<file path="config.mk">
export PLATFORM = sky130hd
export DESIGN_NAME = trace_buffer
export DESIGN_NICKNAME = d
export VERILOG_FILES = /design/src/rtl/trace_buffer.sv
export SDC_FILE = /design/constraint.sdc
export NUM_CORES = 1
export LEC_CHECK = 0
export CAP_MARGIN = 40
export CELL_PAD_IN_SITES_DETAIL_PLACEMENT = 1
export CELL_PAD_IN_SITES_GLOBAL_PLACEMENT = 2
export CORE_MARGIN = 1.5
export CORE_UTILIZATION = 35
export DETAILED_ROUTE_END_ITERATION = 16
export DONT_BUFFER_PORTS = 1
export GPL_TIMING_DRIVEN = 0
export PLACE_DENSITY = 0.58
export RECOVER_POWER = 50
export SLEW_MARGIN = 20
export SYNTH_ARGS = -nofsm -noshare
export SYNTH_HDL_FRONTEND = slang
export SYNTH_SLANG_ARGS = --single-unit
export TNS_END_PERCENT = 1
</file>
<file path="constraint.sdc">
create_clock -name clk -period 4.71 [get_ports clk]
set_input_delay 0.942 -clock clk [delete_from_list [all_inputs] [get_ports clk]]
set_output_delay 0.942 -clock clk [all_outputs]
set_load 0.005 [all_outputs]
</file>
<file path="src/rtl/trace_buffer.sv">
// ---------------------------------------------------------------------------
// trace_buffer
//   Post-trigger CPU trace capture. An arm pulse starts a capture into a
//   DEPTH-entry circular store. The trigger fires when pc matches trig_pc,
//   and capture continues for POST_TRIG more qualifying cycles before it
//   freezes in DONE. Entries can be read in any state, using logical
//   addresses where 0 is the oldest stored entry.
//
// Ports
//   clk        in   clock; all state changes on its rising edge
//   reset      in   asynchronous, active-low reset
//   arm        in   one-cycle pulse that starts or restarts a capture
//   pc         in   PC of the current instruction
//   memwrite   in   data-memory write strobe
//   dataadr    in   data address
//   writedata  in   store data
//   trig_pc    in   PC value that fires the trigger
//   rd_en      in   read request strobe
//   rd_addr    in   logical read index (0 = oldest stored entry)
//   rd_data    out  registered entry {memwrite, pc, dataadr, writedata}
//   rd_valid   out  one-cycle pulse marking rd_data valid
//   state      out  FSM state: IDLE=00, ARMED=01, POST=10, DONE=11
//   count      out  number of stored entries, saturating at DEPTH
//   wrapped    out  sticky: at least one entry was overwritten
//
// Read handshake: rd_en is a request with no back-pressure. Each cycle with
// rd_en=1 produces exactly one rd_valid=1 pulse on the following cycle, and
// rd_data holds the answer from that cycle until the next read. An address
// at or beyond count returns all zeros.
// ---------------------------------------------------------------------------
module trace_buffer #(
  parameter int WIDTH     = 32,
  parameter int DEPTH     = 16,
  parameter int POST_TRIG = 8,
  parameter int FILTER_MW = 0,
  localparam int AW = $clog2(DEPTH),
  localparam int EW = 3*WIDTH+1
) (
  input  logic             clk,
  input  logic             reset,
  input  logic             arm,
  input  logic [WIDTH-1:0] pc,
  input  logic             memwrite,
  input  logic [WIDTH-1:0] dataadr,
  input  logic [WIDTH-1:0] writedata,
  input  logic [WIDTH-1:0] trig_pc,
  input  logic             rd_en,
  input  logic [AW-1:0]    rd_addr,
  output logic [EW-1:0]    rd_data,
  output logic             rd_valid,
  output logic [1:0]       state,
  output logic [AW:0]      count,
  output logic             wrapped
);

  typedef enum logic [1:0] {
    IDLE  = 2'b00,
    ARMED = 2'b01,
    POST  = 2'b10,
    DONE  = 2'b11
  } state_e;

  localparam logic [AW:0] DEPTH_LIM = (AW+1)'(DEPTH);
  localparam logic [AW:0] POST_LIM  = (AW+1)'(POST_TRIG);

  state_e          state_q;
  logic [AW-1:0]   wr_ptr_q;
  logic [AW:0]     count_q;
  logic            wrapped_q;
  logic [AW-1:0]   post_cnt_q;
  logic [EW-1:0]   rd_data_q;
  logic            rd_valid_q;
  logic [EW-1:0]   mem_q [DEPTH];

  logic            qual;
  logic            trig_hit;
  logic            wr_en;
  logic [EW-1:0]   wr_entry;
  logic [AW:0]     post_nxt;
  logic [AW-1:0]   rd_phys;
  logic            rd_hit;
  logic [EW-1:0]   rd_word;

  assign qual     = (FILTER_MW == 0) || memwrite;
  assign trig_hit = (state_q == ARMED) && (pc == trig_pc);

  // The trigger cycle is always captured even if it does not qualify;
  // arm suppresses any capture in its own cycle.
  assign wr_en = !arm &&
                 (((state_q == ARMED) && (qual || trig_hit)) ||
                  ((state_q == POST)  && qual));

  assign wr_entry = {memwrite, pc, dataadr, writedata};
  assign post_nxt = {1'b0, post_cnt_q} + 1'b1;

  // Oldest entry sits count slots behind the write pointer; with a full
  // buffer the low AW bits of count are zero so the oldest is at wr_ptr.
  // Uses the pre-write pointer and count, so a same-cycle capture does not
  // disturb the read.
  assign rd_phys = wr_ptr_q - count_q[AW-1:0] + rd_addr;
  assign rd_hit  = ({1'b0, rd_addr} < count_q);
  assign rd_word = rd_hit ? mem_q[rd_phys] : '0;

  // Entry storage, no reset needed on contents.
  always_ff @(posedge clk) begin
    if (wr_en) begin
      mem_q[wr_ptr_q] <= wr_entry;
    end
  end

  // Control FSM plus capture bookkeeping and the registered read port.
  always_ff @(posedge clk or negedge reset) begin
    if (!reset) begin
      state_q    <= IDLE;
      wr_ptr_q   <= '0;
      count_q    <= '0;
      wrapped_q  <= 1'b0;
      post_cnt_q <= '0;
      rd_data_q  <= '0;
      rd_valid_q <= 1'b0;
    end else begin
      rd_valid_q <= rd_en;
      if (rd_en) begin
        rd_data_q <= rd_word;
      end

      if (arm) begin
        // Restart from any state; beats both trigger and capture.
        state_q    <= ARMED;
        wr_ptr_q   <= '0;
        count_q    <= '0;
        wrapped_q  <= 1'b0;
        post_cnt_q <= '0;
      end else begin
        if (wr_en) begin
          wr_ptr_q <= wr_ptr_q + 1'b1;
          if (count_q == DEPTH_LIM) begin
            wrapped_q <= 1'b1;
          end else begin
            count_q <= count_q + 1'b1;
          end
        end

        case (state_q)
          ARMED: begin
            if (trig_hit) begin
              state_q    <= (POST_TRIG == 0) ? DONE : POST;
              post_cnt_q <= '0;
            end
          end
          POST: begin
            if (qual) begin
              post_cnt_q <= post_nxt[AW-1:0];
              if (post_nxt == POST_LIM) begin
                state_q <= DONE;
              end
            end
          end
          default: ;
        endcase
      end
    end
  end

  assign state    = state_q;
  assign count    = count_q;
  assign wrapped  = wrapped_q;
  assign rd_data  = rd_data_q;
  assign rd_valid = rd_valid_q;

endmodule

</file>
==> flow_metrics.tcl <==
set metrics [dict create \
    netlist_instances 3076 \
    final_cell_mix "edfxtp_1 (1552), nand2_1 (393), mux4_2 (388), clkbuf_16 (180), clkbuf_1 (138)" \
    dieArea_um2 184900 \
    grt_pass1_wl_um 253400 \
    fmax_mhz 218.8 \
    power.density_nw_per_um2 552.8 \
    regArea_um2 49460 \
    grt_util_all_layers 0.1931 \
    wl_um 176800 \
    path_clk_slew_ns 0.06 \
    nets 3465 \
    layout-drive-gt1-share 0.2254 \
    status "finished with violations" \
    hp-class "in2reg" \
    critical_path_class "reg2reg" \
    clock_skew_ns 0.03117 \
    start_util 0.3528 \
    fin_crit_sh 0.9702 \
    min_period_ns 4.570 \
    min_delay_path_depth 0 \
    worstPathRequired_ns 5.42 \
    ys_types 38 \
    yosys.area.top_type "edfxtp_1" \
    synth.net_count 3232 \
    die_y_um 430.1 \
    ys_warn_count 0 \
    htree_levels 4 \
    synthArstFlopShare 0.06843 \
    clk_path_buf_depth 3 \
    routed_via_density 5.321 \
    ys_ff_latch 1666 \
    drt-wirelength-per-cell_um 30.30 \
    rr_worst_depth 12 \
    crit_fanout 11 \
    syn_area_um2 63830 \
    holdWs_ns 0.1487 \
    p_leak_nw 23.64 \
    total_power_w 0.04069 \
    clk_latency_ns 0.83 \
    fin_tns_setup_ns 0 \
    grt_pass1_vias 34100 \
    cts_sinks 1666 \
    post_cts.repair.setup_buffers 0 \
    grt_max_degree 115 \
    drc 0 \
    maxCapViolCount 1 \
    die_w_um 430.1 \
    cp.arrival_ns 5.28 \
    final_common_cell "edfxtp_1" \
    slew_violations 115 \
    port_buffers 0 \
    synth_edf_count 1552 \
    vias 31050 \
    fillers 16880 \
    ant_nets 0 \
    worstSetupEndpointType "register" \
    synth_top_area_share 0.7301 \
    drt_iter0_markers 2699 \
    antenna_found_initial 11 \
    dp_hpwl_um 112000 \
    ioPinCount 243 \
    failed_checks "capacitance limit, slew limit" \
    rsz0062_at_grt "no" \
    cts_tree "yes" \
    grt_overflow 0 \
    coreArea_um2 180900 \
    synth_seq_area_share 0.7748 \
    setup_ws_ns 0.1403 \
    pre_cts_slack_ns -0.5054 \
    start_kind "register" \
    core.rowCount 156 \
    multi_input_area_um2 13600 \
    worst_pin_slew_ns 4.164 \
    vdd_drop_max_mv 0.3380 \
    hold_viol_final 0 \
    gp_congestion 0.7252 \
    finalSetupViolCount 0 \
    synth_top_flop_cell "edfxtp_1" \
    syn_area_per_cell_um2 20.75 \
    cts_made_buffers 179 \
    syn_to_final_growth_pct 15.30 \
    relSlewSlack -1.776 \
    drt_pass1_iterations 7 \
    root_buffer "clkbuf_16" \
    yosys-top-cells-area "edfxtp_1 (73%), mux4_2 (14%), dfrtp_1 (4.5%)" \
]
[final timing paths]
path                       slack (ns)                     from                       to
setup reg to reg                 0.14  wr_ptr_q[0]$_DFFE_PN0P_  rd_data[92]$_DFFE_PN0P_
setup / recovery                 0.14  wr_ptr_q[0]$_DFFE_PN0P_  rd_data[92]$_DFFE_PN0P_
hold / removal                   0.15                    rd_en       rd_valid$_DFF_PN0_
min in group asynchronous        1.51                    reset  rd_data[11]$_DFFE_PN0P_
max in group asynchronous        0.70                    reset  rd_data[52]$_DFFE_PN0P_
hold reg to reg                  0.53      wrapped$_DFFE_PN0P_      wrapped$_DFFE_PN0P_
[layer usage]
layer	up-vias	GRT usage	wire length, um
met1	16980	0.2474	72250
met5	-	0	0
met4	0	0.05784	4333
li1	13050	-	-
met3	212	0.03897	10270
met2	810	0.3308	89940
[area by class of cell]
cell class | instances | share of cell area
flip-flops and latches | 1666 | 0.6720
inverters | 19 | 0.0009690
repair buffers | 52 | 0.01472
multi-input cells | 1218 | 0.1848
well taps | 2370 | 0.04029
clock inverters | 84 | 0.01059
diodes | 5 | 0.0001700
clock buffers | 248 | 0.06589
plain buffers | 173 | 0.01059
[sequential cells by signal, indices dropped and copies added, names as in the netlist]
signal,cells
count,5
mem_q,1552
post_cnt_q,4
rd_data,97
rd_valid,1
state,2
wr_ptr_q,4
wrapped,1
[repair_timing]
item	4_1_cts	5_1_grt
endpoints found under the setup margin	16	17
hold buffers	1	0
resized for setup	1	3
pin swaps	0	0
hold endpoints to repair	114	0
[cell families after synthesis]
family | share of synthesized area
AO/OA/AOI/OAI | 0.01694
XOR/XNOR | 0.006155
adder cells (fa/ha/maj) | 0.004077
buffers and inverters | 0.01311
flip-flops | 0.7748
multiplexers | 0.1374
AND/OR/NAND/NOR | 0.04751
[through the flow]
stage | cell area [um2] | util | std cells
after floorplan | 63830 | - | 3076
after global placement | 66800 | 0.3692 | 5446
after detailed placement | 67900 | 0.3753 | 5493
after CTS | 73560 | 0.4065 | 5826
after global routing | 73590 | 0.4067 | 5831
final | 73600 | 0.4068 | 5835
[report_power, final]
part           switching, W  internal, W
Sequential         0.000504       0.0167
Clock               0.00587      0.00768
Combinational       0.00601      0.00394
[critical path, cell delays in order, from the launching register on]
cell      delay [ns]
dfrtp_1         0.45
inv_1           0.12
ha_1            0.28
inv_1           0.04
ha_1            0.21
fa_1            0.55
buf_2           0.47
buf_4           0.51
buf_1           0.73
mux4_2          0.41
nand2_1         0.09
nand3b_1        0.21
a32o_1          0.32
[synthesized netlist by cell type, types with 6 or more instances]
library cell and number:
mux4_2 388, a32o_1 97, nand3_1 104, clkbuf_1 84
buf_1 20, nand2_1 393, xnor2_1 33, buf_4 12
and2_1 17, nand3b_1 98, nor2_1 18, ha_1 16
xor2_1 10, inv_1 18, nand4_1 8, a21oi_1 6
dfrtp_1 114, edfxtp_1 1552, buf_2 57
No activity file was read; power rests on OpenSTA's default activity.
